**src/rtl/rf_writeback.sv**
```systemverilog
// Writeback stage feeding the register file write port: accepts one EXU result,
// performs the memory read for loads, and issues a single register file write.
module rf_writeback #(
    parameter int ADDR_WIDTH = 5,
    parameter int WORD_LEN   = 32
) (
    input  logic                       clk,
    input  logic                       reset,
    input  logic                       in_valid,
    output logic                       in_ready,
    input  logic [ADDR_WIDTH-1:0]      in_rd,
    input  logic [WORD_LEN-1:0]        in_result,
    input  logic                       in_is_load,
    input  logic [2:0]                 in_funct3,
    output logic                       mem_req,
    output logic [WORD_LEN-1:0]        mem_addr,
    input  logic                       mem_ack,
    input  logic                       mem_rvalid,
    input  logic [WORD_LEN-1:0]        mem_rdata,
    output logic                       wen,
    output logic [ADDR_WIDTH-1:0]      waddr,
    output logic [WORD_LEN-1:0]        wdata,
    output logic [2**ADDR_WIDTH-1:0]   busy_map,
    output logic                       load_err
);

    localparam int NREGS = 2**ADDR_WIDTH;

    typedef enum logic [1:0] {
        S_IDLE,
        S_REQ,
        S_WAIT,
        S_WB
    } state_t;

    state_t                state;
    logic [ADDR_WIDTH-1:0] rd_q;
    logic [WORD_LEN-1:0]   result_q;
    logic                  is_load_q;
    logic [2:0]            funct3_q;
    logic [WORD_LEN-1:0]   load_q;

    // Illegal funct3 encodings and misaligned halfword/word offsets.
    function automatic logic bad_load(input logic [2:0] f3, input logic [1:0] off);
        case (f3)
            3'b000, 3'b100: return 1'b0;
            3'b001, 3'b101: return off[0];
            3'b010:         return off != 2'b00;
            default:        return 1'b1;
        endcase
    endfunction

    function automatic logic [WORD_LEN-1:0] extract(input logic [2:0] f3,
                                                    input logic [1:0] off,
                                                    input logic [WORD_LEN-1:0] word);
        logic [7:0]  b;
        logic [15:0] h;
        b = word[{off, 3'b000} +: 8];
        h = off[1] ? word[31:16] : word[15:0];
        case (f3)
            3'b000:  return {{(WORD_LEN-8){b[7]}}, b};
            3'b100:  return {{(WORD_LEN-8){1'b0}}, b};
            3'b001:  return {{(WORD_LEN-16){h[15]}}, h};
            3'b101:  return {{(WORD_LEN-16){1'b0}}, h};
            default: return word;
        endcase
    endfunction

    function automatic logic [NREGS-1:0] onehot(input logic [ADDR_WIDTH-1:0] idx);
        logic [NREGS-1:0] o;
        o      = '0;
        o[idx] = 1'b1;
        return o;
    endfunction

    // These outputs are pure functions of registered state.
    assign waddr    = rd_q;
    assign mem_addr = {result_q[WORD_LEN-1:2], 2'b00};
    assign wdata    = is_load_q ? load_q : result_q;

    // NOTE: all state, including the registered outputs, uses non-blocking
    // assignments so every flop samples pre-edge values regardless of order.
    always_ff @(posedge clk or negedge reset) begin
        if (!reset) begin
            state     <= S_IDLE;
            rd_q      <= '0;
            result_q  <= '0;
            is_load_q <= 1'b0;
            funct3_q  <= '0;
            load_q    <= '0;
            in_ready  <= 1'b0;
            mem_req   <= 1'b0;
            wen       <= 1'b0;
            load_err  <= 1'b0;
            busy_map  <= '0;
        end else begin
            case (state)
                S_IDLE: begin
                    in_ready <= 1'b1;
                    if (in_valid && in_ready) begin
                        rd_q      <= in_rd;
                        result_q  <= in_result;
                        is_load_q <= in_is_load;
                        funct3_q  <= in_funct3;
                        in_ready  <= 1'b0;
                        busy_map  <= (in_rd != '0) ? onehot(in_rd) : '0;
                        if (!in_is_load) begin
                            wen   <= (in_rd != '0);
                            state <= S_WB;
                        end else if (bad_load(in_funct3, in_result[1:0])) begin
                            load_err <= 1'b1;
                            state    <= S_WB;
                        end else begin
                            mem_req <= 1'b1;
                            state   <= S_REQ;
                        end
                    end
                end
                // rvalid is deliberately ignored here; data arrives only after ack.
                S_REQ: begin
                    if (mem_ack) begin
                        mem_req <= 1'b0;
                        state   <= S_WAIT;
                    end
                end
                S_WAIT: begin
                    if (mem_rvalid) begin
                        load_q <= extract(funct3_q, result_q[1:0], mem_rdata);
                        wen    <= (rd_q != '0);
                        state  <= S_WB;
                    end
                end
                S_WB: begin
                    wen      <= 1'b0;
                    load_err <= 1'b0;
                    busy_map <= '0;
                    in_ready <= 1'b1;
                    state    <= S_IDLE;
                end
                default: state <= S_IDLE;
            endcase
        end
    end

endmodule

```
**config.mk**
```make
export PLATFORM = sky130hd
export DESIGN_NAME = rf_writeback
export DESIGN_NICKNAME = d
export VERILOG_FILES = /design/src/rtl/rf_writeback.sv
export SDC_FILE = /design/constraint.sdc
export NUM_CORES = 1
export LEC_CHECK = 0
export ABC_CLOCK_PERIOD_IN_PS = 3660
export BUFFER_PORTS_ARGS = -buffer_cell sky130_fd_sc_hd__buf_4
export CAP_MARGIN = 20
export CELL_PAD_IN_SITES_DETAIL_PLACEMENT = 1
export CELL_PAD_IN_SITES_GLOBAL_PLACEMENT = 1
export CORE_MARGIN = 2
export CORE_UTILIZATION = 42
export DETAILED_ROUTE_END_ITERATION = 10
export GPL_TIMING_DRIVEN = 0
export PLACE_DENSITY_LB_ADDON = 0.1
export SETUP_SLACK_MARGIN = 0.15
export SYNTH_ARGS = -nofsm -noshare
export SYNTH_HDL_FRONTEND = slang
export SYNTH_SLANG_ARGS = --single-unit
```
**constraint.sdc**
```tcl
create_clock -name clk -period 3.66 [get_ports clk]
set_input_delay 0.915 -clock clk [delete_from_list [all_inputs] [get_ports clk]]
set_output_delay 0.915 -clock clk [all_outputs]
set_load 0.02 [all_outputs]
```
Word-level counts from Yosys, hierarchy flattened
Index checks and enable logic that the tools add are counted.
Widths: inputs -> output; s select.
- logic and storage cells: 84
- output and inout bits: 105
- register bits: 111
- input bits: 78
- order comparisons: 2
- equal/unequal tests: 17
- shifts and indexed selects: 1
- multiplexer cells: 33
- reductions and logical operators: 20
- operators by type and width (operator ; number):
    $pmux 32 s4 ; 1
    $mux 32 ; 3
    $pmux 32 s2 ; 1
    $shiftx 32x6->8 ; 1
    $mux 16 ; 1
    $mux 1 ; 15
    $ne 2x2->1 const B ; 7
    $eq 3x3->1 const B ; 4
    $mux 2 ; 5
    $reduce_bool 5->1 ; 2
    $pmux 2 s4 ; 1
    $reduce_and 4->1 ; 2
    $eq 3x1->1 const B ; 2
    $logic_not 3->1 ; 2
    $lt 5x6->1 const B ; 1
    $pmux 1 s2 ; 3
    $pmux 1 s3 ; 2
    $reduce_and 2->1 ; 3
    $reduce_bool 2->1 ; 3
    $demux 1 s5 ; 1
    $ge 5x1->1 const B ; 1
    $reduce_and 5->1 ; 1
    $eq 2x2->1 const B ; 2
    $reduce_or 2->1 ; 2
    6 further kinds ; 7

Logic depth before layout (Yosys ltp)
Gate-level depths: netlist of the first run.
- depth after elaboration: 10
- gate-level depth with buffers: 8
- gate-level depth less buffers: 6

Worst setup path before layout of the first run
OpenSTA, ideal clock, no wires.
- kind: register -> output
- start: register is_load_q
- end: output port wdata[24]
- stages on the path, launching flop included: 4
- buffers on the path: 2
- slack: 1474 ps
- data arrival time: 1271 ps
- data required time: 2745 ps
- cells stage by stage: dfrtp_1 > clkbuf_1 > clkbuf_1 > mux2_2
- cells in the longest elaborated chain, start to end: 1
- RTL lines (element ; line ; RTL):
    start: declaration ; 39 ; logic is_load_q;
    start signal: assignment ; 103 ; is_load_q <= in_is_load;
    $mux 32 ; 79 ; assign wdata = is_load_q ? load_q : result_q;
    end: declaration ; 22 ; output logic [WORD_LEN-1:0] wdata,
No other way between the ends.

Final worst setup path of the first run
- start: register is_load_q
- end: output port wdata[27]
Same word-level chain as after synthesis.

==> qor.yml, run 1 <==
path_class: "register to output port"
io_pins: 183
dr.pass1.iters: 4
wl_per_cell_microns: 19.2
synth.most_common_cell: "dfrtp_1"
synth_warnings: 0
finalCriticalPeriod_ns: 3.16
synth_top_area_frac: 0.485
start_kind: "register"
drt_wl_total_microns: 17500
gp_congestion: 0.922
worst_pin_slew_ns: 0.703
grt_pass1_wl_microns: 27600
syn_area_sq_um: 5730
h-tree-depth: 3
grt_max_degree: 62
drv_cap: 0
cts.sinks: 111
cts_setup_buffers: 0
finClkSkew_ns: 0.00862
finalCritPeriodShare: 0.862
layout-drive-gt1-share: 0.463
area_growth_pct: 33.9
ir_drop_uv: 386
synth_edf_count: 0
syn_inst: 536
critPathBufInv: 3
end_kind: "output port"
cts_tree: "done"
num_rows: 42
fill_cells: 1466
min_path_type: "primary input to asynchronous set/reset pin"
crit_chain: "clkbuf_1 -> clkbuf_1 -> mux2_2 -> buf_4"
dp_hpwl_microns: 13200
yosys_register_bits: 111
critPathRequiredTime_ns: 2.74
arrival_ns: 2.24
antenna_found_initial: 0
cts_buffers: 9
die_area_sq_um: 14600
synth.distinct_cells: 52
die_width_microns: 121
grt_usage: 0.246
setup_viol: 0
slew_violations: 0
slew-limit-headroom: 0.532
num_antenna_cells: 0
cpLargestDelayFamily: "buffers and inverters"
clockBufferDepth: 2
core_sq_um: 13300
clkSlewWorstSetupHoldPaths_ns: 0.07
setup_tns_ns: 0
cp_slowest_cell: "clkbuf_1"
rsz0062_at_grt: "no"
cp_common_cell: "clkbuf_1"
max_freq_mhz: 317
ant_nets: 0
drt_iter0_drc: 178
yosys-top-cells-area: "dfrtp_1, mux2_2, buf_4"
leakagePower_nw: 3.69
synthTopCellsByCount: "dfrtp_1, mux2_2, nand2_1"
synth_ff_type: "dfrtp_1"
die_h_microns: 121
overflow: 0
start_util: 0.431
p_total_mw: 7.23
vias: 4847
status: "completed"
synthArstFlopShare: 1.00
hold_buffers: 0
drc: 0
io_buffers: 180
final_nets: 812
yosys.area.top_type: "dfrtp_1"
avgSynthCellArea_sq_um: 10.7
finalHoldViolCount: 0
cts-root-buf: "clkbuf_16"
cellPowerDensity_nw_per_um2: 943
cts_resized: 0
crit_path_max_incr_delay_ns: 0.59
viasPerCell: 5.33
seq_area_frac_synth: 0.485
cp_max_fo: 10
clock_latency_ns: 0.37
first_global_vias: 5257
## final cells by class
class                           instances  area (sq um)  share of cell area
Buffer                                 68           435              0.0568
Clock buffer                           10           239              0.0312
Clock inverter                          6          97.6              0.0127
Inverter                               16          60.1             0.00783
Multi-Input combinational cell        342          2460               0.321
Sequential cell                       111          2780               0.362
Tap cell                              176           220              0.0287
Timing Repair Buffer                  181          1380               0.180
## final timing paths
path                            start      endpoint  slack (ns)  depth (start not counted)
max                         is_load_q     wdata[27]        0.50                          4
min                             reset   result_q[9]        0.48                          1
max reg2reg                  state[1]  busy_map[18]        1.43                          7
min reg2reg                load_q[12]    load_q[12]        0.48                          2
max in group asynchronous       reset    load_q[15]        2.51                          2
min in group clk           load_q[12]    load_q[12]        0.48                          2
## layout by cell type (no fill, tap or decap), drive strengths merged, types with 3 or more instances in the layout
cell     count
nand2       65
a2111oi      4
ha           5
nor2        15
nand3b       4
o21ai       36
nand3       19
dfrtp      111
nand2b       3
o31ai       33
mux2i        9
inv         19
and2         3
a221o        7
o22ai        7
clkbuf      20
buf        239
a21oi       22
or3          6
mux2        72
nor3         4
## layer usage
layer  vias up  GRT usage  wire (microns)
met5         -          0               0
met4         0     0.0974             375
met3        26     0.0495            1020
met2       140      0.423            8910
met1      2417      0.304            7160
li1       2264          -               -
## worst register-to-register path: stages, from the launching register on
cell      delay (ns)
dfrtp_1         0.41
inv_1           0.14
ha_1            0.16
buf_2           0.18
nand3_1         0.35
a21boi_2        0.36
buf_2           0.23
o31ai_1         0.30
## logic make-up after synthesis
family                     synth area share
buffers and inverters                0.0865
AOI/OAI and AO/OA                     0.149
muxes                                 0.157
and+or+nand+nor                       0.110
other                              0.000655
DFF                                   0.485
adders and majority gates            0.0109
## registers in the layout, indices dropped and copies added, names as in the netlist
register / count
wen: 1
state: 2
waddr: 5
load_err: 1
result_q: 32
funct3_q: 3
is_load_q: 1
in_ready: 1
mem_req: 1
load_q: 32
busy_map: 32
## stage by stage
step	utilization	hold slack (ns)	std cells	instance area [sq um]	setup WS [ns]
final	0.577	0.483	910	7670	0.504
after global routing	0.577	0.516	910	7670	0.413
after CTS	0.577	0.491	910	7670	0.463
after detailed placement	0.552	0.473	894	7330	0.909
after global placement	0.549	0.461	893	7300	0.914
after floorplan	-	0.444	537	5730	1.47
## power breakdown
| part | switching, mW | internal [mW] |
|---|---|---|
| logic | 2.17 | 1.88 |
| registers | 0.349 | 1.72 |
| clock network | 0.488 | 0.630 |
| total | 3.01 | 4.22 |
Note: power is estimated with default switching activity, not from simulation.
==> run 2: changes to the inputs <==
Settings changed: BUFFER_PORTS_ARGS -buffer_cell sky130_fd_sc_hd__buf_4 to not set, CORE_UTILIZATION 42 to 52, DONT_BUFFER_PORTS set to 1, REMOVE_ABC_BUFFERS set to 1.
==> run 2 against run 1 <==
  * Utilization down 4.2 points
  * Sequential share of layout area is 12 points higher
  * Non-clock buffer count is 245 lower
  * Critical endpoint is now wdata[1]
  * Count of clock-buffer cells in the layout decreased by 1
  * Largest power group is now registers
  * Largest cell class unchanged
  * First-iteration DRC count is 19% lower
  * Via count fell by 20%
  * Global-route usage fell by 0.59 points
==> qor.yml, run 2 (synthesis gave the netlist of run 1 again) <==
status: "completed"
dr.pass1.iters: 6  # +2
cellPowerDensity_nw_per_um2: 967  # +2.5%
comb_power_share: 0.415  # -0.145
drt_iter0_drc: 145  # -19%
num_antenna_cells: 0  # unchanged
finalCritPeriodShare: 0.806  # -0.0564
io_pins: 183  # unchanged
finalCriticalPeriod_ns: 2.95  # -0.206 ns
area_growth_pct: 0.721
start_kind: "register"
num_rows: 38  # -9.5%
overflow: 0  # unchanged
leakagePower_nw: 2.50  # -32%
grt_pass1_wl_microns: 21800  # -21%
cts_buffers: 9  # unchanged
seq_power_share: 0.460  # +0.174
final_nets: 567  # -30%
first_global_vias: 4039  # -23%
ir_drop_uv: 376  # -2.7%
slew-limit-headroom: 0.409  # -0.122
r2r_start: "state[0]"
cts_tree: "done"
slew_violations: 0  # unchanged
final_common_cell: "dfrtp_1"
cts-root-buf: "clkbuf_8"
r2r_slack_ns: 1.18  # -0.25 ns
die_area_sq_um: 11900  # -19%
layout_common_cells: "dfrtp_1, mux2_2, nand2_1, o31ai_1, o21ai_0"
core_sq_um: 10800  # -19%
grt_usage: 0.241  # -0.00587
h-tree-depth: 3  # unchanged
holdWs_ns: 0.220  # -0.263 ns
ant_nets: 0  # unchanged
hold_buffers: 0  # unchanged
end_kind: "output port"
layout-drive-gt1-share: 0.219  # -0.244
top_regs: "busy_map: 32 flops, load_q: 32 flops, result_q: 32 flops"
gp_congestion: 0.761  # -17%
start_util: 0.531  # +0.0999
finClkSkew_ns: 0.0109  # +0.00229 ns
clockBufferDepth: 2  # unchanged
r2r_cells: 7  # unchanged
fill_cells: 1185  # -19%
die_width_microns: 109  # -9.8%
dp_hpwl_microns: 9900  # -25%
path_class: "register to output port"
die_h_microns: 109  # -9.8%
p_clk_frac: 0.126  # -0.029
setup_viol: 0  # unchanged
vias: 3858  # -20%
arrival_ns: 2.03  # -0.21 ns
critPathRequiredTime_ns: 2.74  # about the same
clock_latency_ns: 0.37  # about the same
final_util: 0.535  # -0.0424
wl_per_cell_microns: 22.0  # +15%
drv_cap: 0  # unchanged
grt_max_degree: 112  # +81%
clkSlewWorstSetupHoldPaths_ns: 0.11  # +0.04 ns
cts.sinks: 111  # unchanged
antenna_found_initial: 0  # unchanged
finalHoldViolCount: 0  # unchanged
intPower_mw: 2.95  # -30%
io_buffers: 0  # -100%
cp_max_fo: 26  # +16
rsz0062_at_grt: "no"
max_freq_mhz: 339  # +7.0%
min_path_type: "primary input to asynchronous set/reset pin"
netSwitchingFraction: 0.470  # +0.0539
crit-reg2reg-capture: "busy_map[26]"
worst_pin_slew_ns: 0.883  # +0.181 ns
switchingPower_mw: 2.62  # -13%
drc: 0  # unchanged
viasPerCell: 6.13  # +15%
drt_wl_total_microns: 13900  # -21%
## run 2: cell types whose count changed in the layout (fill, tap and decap cells not counted), sizes merged
cell	delta
clkinvlp	+1
bufinv	-2
buf	-235
clkinv	+2
clkbuf	-11
## run 2: worst max-delay path by stage
stage | startpoint | endpoint | slack [ns] | depth (start not counted)
6_report | result_q[1] | wdata[1] | 0.71 | 2
4_1_cts | result_q[1] | wdata[1] | 0.32 | 2
3_3_place_gp | in_valid | busy_map[23] | -0.90 | 3
2_1_floorplan | in_valid | busy_map[10] | 0.01 | 3
3_5_place_dp | result_q[1] | wdata[1] | 0.76 | 2
5_1_grt | result_q[1] | wdata[1] | 0.58 | 2
## run 2: repair_timing
| action | 4_1_cts | 5_1_grt |
|---|---|---|
| resized for setup | 0 | 1 |
| endpoints found under the setup margin | 0 | 1 |
| setup buffers | 0 | 0 |
## run 2: stage by stage
| stage | area, sq um | setup WS [ns] | setup TNS, ns | cells | power (mW) |
|---|---|---|---|---|---|
| 3_5_place_dp | 5590 | 0.756 | 0 | 613 | 4.92 |
| 4_1_cts | 5770 | 0.323 | 0 | 629 | 5.64 |
| 3_3_place_gp | 5470 | -0.897 | -28.27 | 609 | 4.70 |
| 2_1_floorplan | 5300 | 0.0145 | 0 | 469 | 4.26 |
| 6_report | 5770 | 0.711 | 0 | 629 | 5.58 |
| 5_1_grt | 5770 | 0.575 | 0 | 629 | 5.96 |
## run 2: cell type report
cell class / count / area (sq um) / share of cell area
inverter: 16 / 60.1 / 0.0104
clock buffer: 9 / 124 / 0.0215
timing repair buffer: 4 / 103 / 0.0178
multi-input combinational: 342 / 2470 / 0.429
clock inverter: 7 / 55.1 / 0.00954
sequential: 111 / 2780 / 0.482
tap: 140 / 175 / 0.0304
## run 2: layer usage
metal | up-vias | wire, microns | GRT usage
met5 | - | 0 | 0
met4 | 0 | 140 | 0.0604
met3 | 9 | 1320 | 0.0950
met2 | 130 | 6970 | 0.410
met1 | 1944 | 5420 | 0.284
li1 | 1775 | - | -
## run 2: worst max-delay path, stage by stage, from the launching register on
cell and delay, ns:
dfrtp_2 0.71, inv_1 0.31, o21ai_0 0.63
## run 2: power by group through the flow
stage	Sequential [mW]	Clock [mW]	Combinational, mW
after floorplan	2.46	0	1.79
after global placement	2.64	0	2.06
after detailed placement	2.59	0	2.33
after CTS	2.57	0.731	2.34
after global routing	2.65	0.779	2.53
final	2.56	0.701	2.31
==> run 3: changes to the inputs <==
Settings changed: ABC_CLOCK_PERIOD_IN_PS 3660 to 2400, CORE_UTILIZATION 52 to 44.
Clock period 3.66 ns to 2.4 ns, I/O delays scaled along.
==> run 3 against run 2 <==
  * The flow now finishes with violations (negative hold slack)
  * Total power up 66%
  * Global-route usage down 2.3 points
  * First-iteration DRC count up 37%
  * Critical path type unchanged
  * Largest power group unchanged
  * Highest routed layer unchanged
==> qor.yml, run 3 (synthesis gave the netlist of run 1 again) <==
top_regs: "busy_map: 32 flops, load_q: 32 flops, result_q: 32 flops"
seq_area_sq_um: 2790  # +0.27%
antenna_found_initial: 0  # unchanged
place_ws_ns: -0.254  # -1.01 ns
drt_wl_total_microns: 14700  # +6.1%
p_clk_frac: 0.188  # +0.062
cts_tree: "done"
finalCriticalPeriod_ns: 2.18
fill_cells: 1388  # +17%
grt_pass1_wl_microns: 23700  # +8.7%
intPower_mw: 5.20  # +76%
cts-root-buf: "clkbuf_16"
h-tree-depth: 3  # unchanged
io_buffers: 0  # unchanged
start_util: 0.452  # -0.0787
crit_path_max_incr_delay_ns: 0.59  # -0.12 ns
die_h_microns: 118  # +8.4%
dp_hpwl_microns: 10100  # +1.6%
finClkSkew_ns: 0.00920  # -0.00171 ns
dr.pass1.iters: 4  # -2
cp_slowest_cell: "dfrtp_4"
finalHoldViolCount: 111  # +111
start_kind: "register"
startpoint: "is_load_q"
crit-reg2reg-capture: "busy_map[15]"
r2r_cells: 7  # unchanged
vias: 3835  # -0.60%
setup_slack_ns: 0.224  # -0.486 ns
area_growth_pct: 5.37
die_width_microns: 118  # +8.4%
end_kind: "output port"
overflow: 0  # unchanged
final_nets: 569  # +0.35%
setup_tns_ns: 0  # unchanged
drv_cap: 0  # unchanged
netSwitchingFraction: 0.440  # -0.0304
min_path_type: "primary input to asynchronous set/reset pin"
leakagePower_nw: 2.59  # +3.5%
critPathRequiredTime_ns: 1.80  # -0.94 ns
arrival_ns: 1.58  # -0.45 ns
layout-drive-gt1-share: 0.230  # +0.0113
grt_max_degree: 112  # unchanged
io_pins: 183  # unchanged
status: "complete, but fails checks"
worst_pin_slew_ns: 0.735  # -0.149 ns
layout_common_cells: "dfrtp_1, mux2_2, nand2_1, o31ai_1, o21ai_0"
stdcell_count: 663  # +5.4%
r2r_slack_ns: 0.35  # -0.83 ns
max_freq_mhz: 460
wl_per_cell_microns: 22.2  # +0.68%
gp_congestion: 0.740  # -2.8%
setup_viol: 0  # unchanged
violations: "negative hold slack"
ir_drop_uv: 685  # +82%
holdWs_ns: -0.0644  # -0.284 ns
drc: 0  # unchanged
first_global_vias: 4132  # +2.3%
cp_max_fo: 21  # -19%
multi_input_area_sq_um: 2520  # +1.8%
ant_nets: 0  # unchanged
finalCritPeriodShare: 0.907
cts.sinks: 111  # unchanged
die_area_sq_um: 13900  # +17%
cellPowerDensity_nw_per_um2: 1540  # +59%
num_antenna_cells: 0  # unchanged
path_class: "register to output port"
r2r_start: "state[1]"
core_sq_um: 12700  # +17%
seq_power_share: 0.423  # -0.037
slew-limit-headroom: 0.510  # +0.101
grt_usage: 0.217  # -0.0234
place_inst: 645  # +5.2%
crit_chain: "buf_16 -> mux2_2"
slew_violations: 0  # unchanged
final_area_sq_um: 6040  # +4.6%
switchingPower_mw: 4.08  # +56%
num_rows: 41  # +7.9%
clkSlewWorstSetupHoldPaths_ns: 0.07  # -0.04 ns
critPathBufInv: 1  # unchanged
comb_power_share: 0.389  # -0.026
crit_cells: 2  # unchanged
cp-endpoint: "wdata[12]"
clock_latency_ns: 0.36  # about the same
place_area_sq_um: 5620  # +0.58%
rsz0062_at_grt: "no"
cts_buffers: 9  # unchanged
final_common_cell: "dfrtp_1"
drt_iter0_drc: 199  # +37%
clockBufferDepth: 2  # unchanged
viasPerCell: 5.78  # -5.7%
cpLargestDelayFamily: "flip-flops"
-- run 3: cell count changes in the layout (fill, tap and decap cells not counted), moves of 2 or more --
cell | before | now
clkbuf_16 | 0 | 9
clkbuf_8 | 9 | 2
bufinv_16 | 0 | 3
dfrtp_1 | 110 | 108
dfrtp_4 | 0 | 2
inv_6 | 2 | 0
-- run 3: metrics by stage --
| step | utilization | total power [mW] |
|---|---|---|
| 6_report | 0.476 | 9.28 |
| 5_1_grt | 0.476 | 9.89 |
| 4_1_cts | 0.473 | 9.34 |
| 3_5_place_dp | 0.444 | 7.50 |
| 3_3_place_gp | 0.435 | 7.21 |
| 2_1_floorplan | - | 6.49 |
-- run 3: area by class of cell --
| type | instances | area share |
|---|---|---|
| inverter | 16 | 0.00995 |
| sequential | 111 | 0.462 |
| tap | 172 | 0.0357 |
| multi-input combinational | 343 | 0.417 |
| timing repair buffer | 5 | 0.0180 |
| clock inverter | 6 | 0.0178 |
| clock buffer | 10 | 0.0396 |
-- run 3: worst min path at each step --
stage / endpoint / cells past startpoint
2_1_floorplan: busy_map[0] / 0
3_3_place_gp: result_q[9] / 0
3_5_place_dp: result_q[10] / 0
4_1_cts: load_q[3] / 0
5_1_grt: result_q[6] / 0
6_report: result_q[10] / 0
-- run 3: what timing repair did --
action                     4_1_cts  5_1_grt
buffers inserted                 0        1
setup endpoints to repair       55       45
gates resized for setup          7        5
hold endpoints to repair       111      111
cloned                           1        0
-- run 3: worst reg2reg max path: stages, from the launching register on --
cell and delay (ns):
dfrtp_1 0.41, inv_1 0.12, ha_1 0.39, inv_1 0.22, a21boi_4 0.39, buf_12 0.25
nand2_1 0.09, o31ai_1 0.08
-- run 3: per-layer routing --
| metal | wire, microns | share of wire | up-vias | track usage |
|---|---|---|---|---|
| met3 | 1340 | 0.091 | 14 | 0.0862 |
| met1 | 5930 | 0.40 | 1922 | 0.267 |
| li1 | - | - | 1770 | - |
| met2 | 7190 | 0.49 | 129 | 0.350 |
| met5 | 0 | 0 | - | 0 |
| met4 | 236 | 0.016 | 0 | 0.0678 |
-- run 3: power by group through the flow --
stage | sequential (mW) | clock [mW] | combinational, mW
3_3_place_gp | 4.05 | 0 | 3.16
5_1_grt | 4.06 | 1.86 | 3.97
4_1_cts | 3.97 | 1.80 | 3.57
3_5_place_dp | 3.98 | 0 | 3.52
6_report | 3.92 | 1.74 | 3.61
2_1_floorplan | 3.76 | 0 | 2.73
